File: config.mk
export PLATFORM = sky130hd
export DESIGN_NAME = timer_counter
export DESIGN_NICKNAME = d
export VERILOG_FILES = /design/src/rtl/timer_counter.sv
export SDC_FILE = /design/constraint.sdc
export NUM_CORES = 1
export LEC_CHECK = 0
export BUFFER_PORTS_ARGS = -buffer_cell sky130_fd_sc_hd__buf_2
export CAP_MARGIN = 20
export CELL_PAD_IN_SITES_DETAIL_PLACEMENT = 1
export CELL_PAD_IN_SITES_GLOBAL_PLACEMENT = 2
export CORE_ASPECT_RATIO = 0.9
export CORE_MARGIN = 3
export CORE_UTILIZATION = 34
export CTS_BUF_LIST = sky130_fd_sc_hd__clkbuf_2
export CTS_CLUSTER_SIZE = 14
export DETAILED_ROUTE_END_ITERATION = 16
export GPL_ROUTABILITY_DRIVEN = 0
export PLACE_DENSITY = 0.93
export REMOVE_ABC_BUFFERS = 1
export SLEW_MARGIN = 20
export SYNTH_ARGS = -nofsm -noshare
export SYNTH_HDL_FRONTEND = slang
export SYNTH_SLANG_ARGS = --single-unit
File: constraint.sdc
create_clock -name clk -period 3.9 [get_ports clk]
set_input_delay 1.17 -clock clk [delete_from_list [all_inputs] [get_ports clk]]
set_output_delay 1.17 -clock clk [all_outputs]
set_load 0.05 [all_outputs]
File: src/rtl/timer_counter.sv
// Memory-mapped countdown timer with one-shot / auto-reload modes and a maskable irq.
// Registers: CTRL (0x0), PRESET (0x4), COUNT (0x8, read-only); reads are combinational.
module timer_counter #(
  parameter logic [31:0] BASE_ADDR = 32'h0000_7F00
) (
  input  logic        clk,
  input  logic        reset,
  input  logic [31:0] addr,
  input  logic        we,
  input  logic [31:0] wdata,
  output logic [31:0] rdata,
  output logic        irq
);

  localparam logic [1:0] S_IDLE = 2'd0;
  localparam logic [1:0] S_LOAD = 2'd1;
  localparam logic [1:0] S_CNT  = 2'd2;
  localparam logic [1:0] S_INT  = 2'd3;

  logic [1:0]  r_state;
  logic [3:0]  r_ctrl;
  logic [31:0] r_preset;
  logic [31:0] r_count;
  logic        r_irq_flag;

  logic w_hit;
  logic w_wr_ctrl;
  logic w_wr_preset;
  logic w_en;
  logic w_reload;
  logic w_expire;
  logic w_flag_clr;
  logic w_unused;

  assign w_hit       = (addr[31:4] == BASE_ADDR[31:4]);
  assign w_wr_ctrl   = we && w_hit && (addr[3:2] == 2'd0);
  assign w_wr_preset = we && w_hit && (addr[3:2] == 2'd1);
  assign w_en        = r_ctrl[0];
  // MODE 10/11 fall back to one-shot, so only 01 selects reload.
  assign w_reload    = (r_ctrl[2:1] == 2'b01);
  // COUNT of 0 or 1 both expire, which makes PRESET = 0 act like PRESET = 1.
  assign w_expire    = (r_state == S_CNT) && w_en && (r_count <= 32'd1);
  assign w_flag_clr  = w_wr_ctrl || w_wr_preset || ((r_state == S_INT) && w_reload);
  assign w_unused    = &{1'b0, addr[1:0]};

  always_ff @(posedge clk or posedge reset) begin
    if (reset) begin
      r_state <= S_IDLE;
      r_count <= '0;
    end else begin
      case (r_state)
        S_IDLE: if (w_en) r_state <= S_LOAD;
        S_LOAD: begin
          r_count <= r_preset;
          r_state <= S_CNT;
        end
        S_CNT: begin
          if (!w_en) begin
            r_state <= S_IDLE;
          end else if (r_count > 32'd1) begin
            r_count <= r_count - 32'd1;
          end else begin
            r_count <= '0;
            r_state <= S_INT;
          end
        end
        default: r_state <= S_IDLE;
      endcase
    end
  end

  // A CPU write to CTRL overrides the one-shot EN clear on the same edge.
  always_ff @(posedge clk or posedge reset) begin
    if (reset) begin
      r_ctrl <= '0;
    end else if (w_wr_ctrl) begin
      r_ctrl <= wdata[3:0];
    end else if ((r_state == S_INT) && !w_reload) begin
      r_ctrl[0] <= 1'b0;
    end
  end

  always_ff @(posedge clk or posedge reset) begin
    if (reset) begin
      r_preset <= '0;
    end else if (w_wr_preset) begin
      r_preset <= wdata;
    end
  end

  // Expiry beats a software clear landing on the same edge.
  always_ff @(posedge clk or posedge reset) begin
    if (reset) begin
      r_irq_flag <= 1'b0;
    end else if (w_expire) begin
      r_irq_flag <= 1'b1;
    end else if (w_flag_clr) begin
      r_irq_flag <= 1'b0;
    end
  end

  always_comb begin
    rdata = '0;
    if (w_hit) begin
      case (addr[3:2])
        2'd0:    rdata = {28'd0, r_ctrl};
        2'd1:    rdata = r_preset;
        2'd2:    rdata = r_count;
        default: rdata = '0;
      endcase
    end
  end

  assign irq = r_irq_flag & r_ctrl[3];

endmodule

==> After elaboration in Yosys (flattened, before gate mapping) <==
Index checks and enable logic that the tools add are counted.
{ "word_totals": {"word_cells": 50, "inputBits": 67, "register_bits": 71} }
{ "op_classes": {"muxes": 13, "bitwise": 1, "eq_ne": 10, "addsub": 1, "magnitude_cmp": 2, "reduce_logical": 17} }
{ "ops": {"columns": ["operator", "n"], "rows": [
  ["2-to-1 mux 32 bit", 3],
  ["one-hot mux 32 bit (3 select lines)", 1],
  ["one-hot mux 32 bit (2 select lines)", 1],
  ["greater-than comparator 32 x 1 -> 1 bit, second input constant", 1],
  ["<= comparator 32 x 1 -> 1 bit, second input constant", 1],
  ["subtractor 32 x 1 -> 32 bit, second input constant", 1],
  ["equality test 28 x 11 -> 1 bit, second input constant", 1],
  ["logical AND 1 bit", 7],
  ["equality test 2 x 1 -> 1 bit, second input constant", 3],
  ["equality test 2 bit, second input constant", 3],
  ["2-to-1 mux 2 bit", 3],
  ["one-hot mux 2 bit (3 select lines)", 1],
  ["nonzero test 2 bit", 3],
  ["zero test 2 bit", 2],
  ["2-to-1 mux 1 bit", 4],
  ["inequality test 2 bit, second input constant", 2],
  ["AND reduction 2 bit", 2],
  ["inequality test 3 bit, second input constant", 1],
  ["logical OR 1 bit", 2],
  ["bitwise AND 1 bit", 1],
  ["zero test 1 bit", 1]
]} }

==> Logic depth before layout (Yosys ltp) <==
{ "depth": {"ltp_word": 7, "depth_mapped": 8, "depth_no_buf": 7} }

==> Least setup slack after synthesis <==
Ideal clock, no wire load.
{ "synth_timing": {"kind": "input-to-output", "startpoint": "input addr[19]", "endpoint": "output rdata[10]", "path_stages": 5, "path_buffers": 1, "arrival_ps": 3212, "required_ps": 2730, "path_slack_ps": -482, "path_cell_list": "or4_1 -> nor4_1 -> nand4_1 -> clkbuf_1 -> nor2_1"} }
{ "synth_via": {"elab_chain_len": 2} }
{ "synth_lines": {"columns": ["item", "line", "source"], "rows": [
  ["from (decl)", "8", "input logic [31:0] addr,"],
  ["equality test 28 x 11 -> 1 bit", "35", "assign w_hit = (addr[31:4] == BASE_ADDR[31:4]);"],
  ["2-to-1 mux 32 bit", "104", "if (w_hit) begin"],
  ["to (decl)", "11", "output logic [31:0] rdata,"]
]} }
Every way passes these cells.

==> Worst setup path in the final report <==
{ "layout_timing": {"startpoint": "input addr[18]", "endpoint": "output rdata[28]"} }
Same word-level chain as after synthesis.

==> impl_metrics.ini <==
[outcome]
status = complete, but fails checks
violations = negative setup slack

[cts]
numCtsBuffers = 9
max-clock-path-buffers = 2
clk_pin_slew_ns = 0.22
cts_sinks = 71
cts_tree = yes
clkLatencyLatePin_ns = 0.54
cts_root_buf = clkbuf_2
htreeDepth = 3

[synthesis]
ys_seq_elements = 71
synthFlopType = dfrtp_1
yosysSeqAreaShare = 0.418
syn_inst = 454
yosysTopAreaCellShare = 0.418
synth-edff-count = 0
synth_area_per_cell_um2 = 9.36
synth.most_common_cell = dfrtp_1
ys_async_sr_fraction = 1.00
yosysTopAreaCell = dfrtp_1
yosysWarnings = 0
synth.area.top_cells = dfrtp_1 (42%), mux2_2 (9.5%), a22oi_1 (5.8%)
yosys-top-cells-count = dfrtp_1 (71), nor2_1 (59), mux2_2 (36)
synth.cell_area_mm2 = 0.00425
synth_cell_types = 53

[sta]
setup_viol = 32
fin_crit_sh = 1.03
finClkSkew_ns = 0.0510
timing.final.ws_setup_ns = -0.130
grt_setup_unrepaired = true
relSlewSlack = 0.377
fmax_ghz = 0.248
slew_violations = 0
period_minus_slack_ns = 4.03
finalSetupTns_ns = -3.09
max_slew.worst_pin.slew_ns = 0.933
hold_viol = 0

[drt]
first_pass_iters = 5
detail_route.wl_per_cell_um = 20.2
ant_nets = 0
drc = 0
drt-vias-per-instance = 5.80
drt_iter0_markers = 225
drt_wl_total_mm = 14.4
num_vias = 4128

[critical_path]
rr_endpoint = r_count[7]
startpoint = addr[18]
r2r_slack_ns = 1.20
cp_slowest_cell = or4_4
startpoint_type = input port
worstPathMaxFanout = 7
crit_family = simple AND/OR/NAND/NOR gates
crit_end = rdata[28]
max_stage_delay_ns = 0.52
cp-end-kind = primary output
crit_chain = buf_2, or4_4, nor4_4, nand4_1, buf_6, clkbuf_16, nor2_4, buf_8
cp.buffers_inverters = 4
worst-setup-path-type = in -> out
cp.depth = 8
cp.required_ns = 2.73
reg2reg_from = r_count[9]
ff2ff_path_depth = 7
critPathArrivalTime_ns = 2.86

[pwr]
internal-power_w = 0.00105
p_comb_frac = 0.055
p_per_area_mw_per_mm2 = 238
total_power_w = 0.00138
power_frac_clock = 0.410
ir_drop_mv = 0.228
p_seq_frac = 0.535
leakagePower_nw = 2.62
p_sw_w = 0.000329
switching_share = 0.239

[hold_path]
holdCritPathClass = in -> async

[placed_design]
dp.cells = 688
place.port_buffers = 97
pre_cts_slack_ns = -0.253
dp_hpwl_mm = 9.31

[job]
maxCapViolations = 0

[layout]
insertedDiodeCount = 0
areaGrowthSynthToFinish_pct = 36.5
drive_above_1_share = 0.388
layoutNonFillerInstCount = 712
fin_nets = 616

[grt]
grtUsageTotal = 0.205
grt_pass1_wl_mm = 22.4
grt_max_degree = 33
antenna_found_initial = 0
grt-ovfl-total = 0
grt_pass1_vias = 4388

[floorplanning]
die_w_um = 124
num_rows = 38
start_util = 0.350
dieArea_mm2 = 0.0139
coreArea_mm2 = 0.0121
die_height_um = 112
ios = 100
==> per-stage QoR <==
step / utilization / hold slack, ns / instance area [µm²]
finish: 0.479 / 0.558 / 5800
floorplan: - / 0.477 / 4090
global route: 0.479 / 0.522 / 5800
detailed placement: 0.405 / 0.521 / 4910
global placement: 0.405 / 0.517 / 4910
CTS: 0.454 / 0.514 / 5510
==> how the worst min path moves through the flow <==
stage / endpoint / cells past startpoint
final: r_preset[30] / 2
after global routing: r_preset[30] / 2
after CTS: r_preset[30] / 2
after detailed placement: r_preset[16] / 1
after global placement: r_preset[27] / 1
after floorplan: r_count[10] / 2
==> power by group through the flow <==
stage | clock network (W) | registers, W | logic, W
2_1_floorplan | 0 | 0.000750 | 0.0000217
3_3_place_gp | 0 | 0.000750 | 0.0000724
3_5_place_dp | 0 | 0.000750 | 0.0000741
4_1_cts | 0.000579 | 0.000738 | 0.0000761
5_1_grt | 0.000608 | 0.000738 | 0.0000843
6_report | 0.000565 | 0.000737 | 0.0000760
==> layout by cell type, fill, tap and decap left out, types with 3 or more instances in the layout <==
cell and instances:
nor3_1 22, buf_16 3, bufinv_16 3, nand2b_1 4
clkbuf_2 10, nor3b_1 3, a22oi_1 33, a221o_1 8
o31ai_1 3, buf_4 12, o22ai_1 4, nor2_4 32
o21ai_0 22, nor4b_1 3, buf_6 9, buf_2 63
buf_12 3, or4_1 8, nand2_1 20, dfrtp_1 71
a21oi_1 17, nand4_1 3, and2_1 7, a22o_1 4
or3_1 3, mux2i_1 12, and3_1 3, inv_1 5
nand3_1 6, nor2_1 27, or4_4 4, mux2_2 36
nor4_1 13, o21ai_1 7, buf_8 26, a211o_1 4
==> routing by layer <==
metal	wire, µm	global-route usage	up-vias
li1	-	-	1897
met4	170	0.0620	0
met1	6360	0.278	2091
met3	888	0.0438	14
met5	0	0	-
met2	6960	0.327	126
==> area by class of cell <==
cell class,instances,area (µm²)
fill,1377,6320
multi-input combinational,341,2550
sequential,71,1780
timing repair buffer,118,1090
tap,160,200
clock inverter,6,108
clock buffer,10,50.0
inverter,6,22.5
==> flip-flops by register name, summed over array words and instances, names as in the netlist <==
| register | cells |
|---|---|
| r_count | 32 |
| r_preset | 32 |
| r_ctrl | 4 |
| r_state | 2 |
| r_irq_flag | 1 |
==> repair_timing <==
action	in CTS	in global routing
pin swaps	3	34
buffers inserted	2	1
gates cloned	3	2
setup endpoints to repair	32	32
hold buffers	0	0
gates resized for setup	112	52
==> kinds of logic (layout without fill, tap and decap cells) <==
kind of cell / after synthesis / after routing / share of synthesized area
muxes: 48 / 48 / 0.124
buffers and inverters: 42 / 140 / 0.0436
adders and majority gates: 2 / 2 / 0.00589
and+or+nand+nor: 177 / 177 / 0.224
AOI/OAI and AO/OA: 114 / 114 / 0.185
DFF: 71 / 71 / 0.418
(Power assumes the default switching activity.)
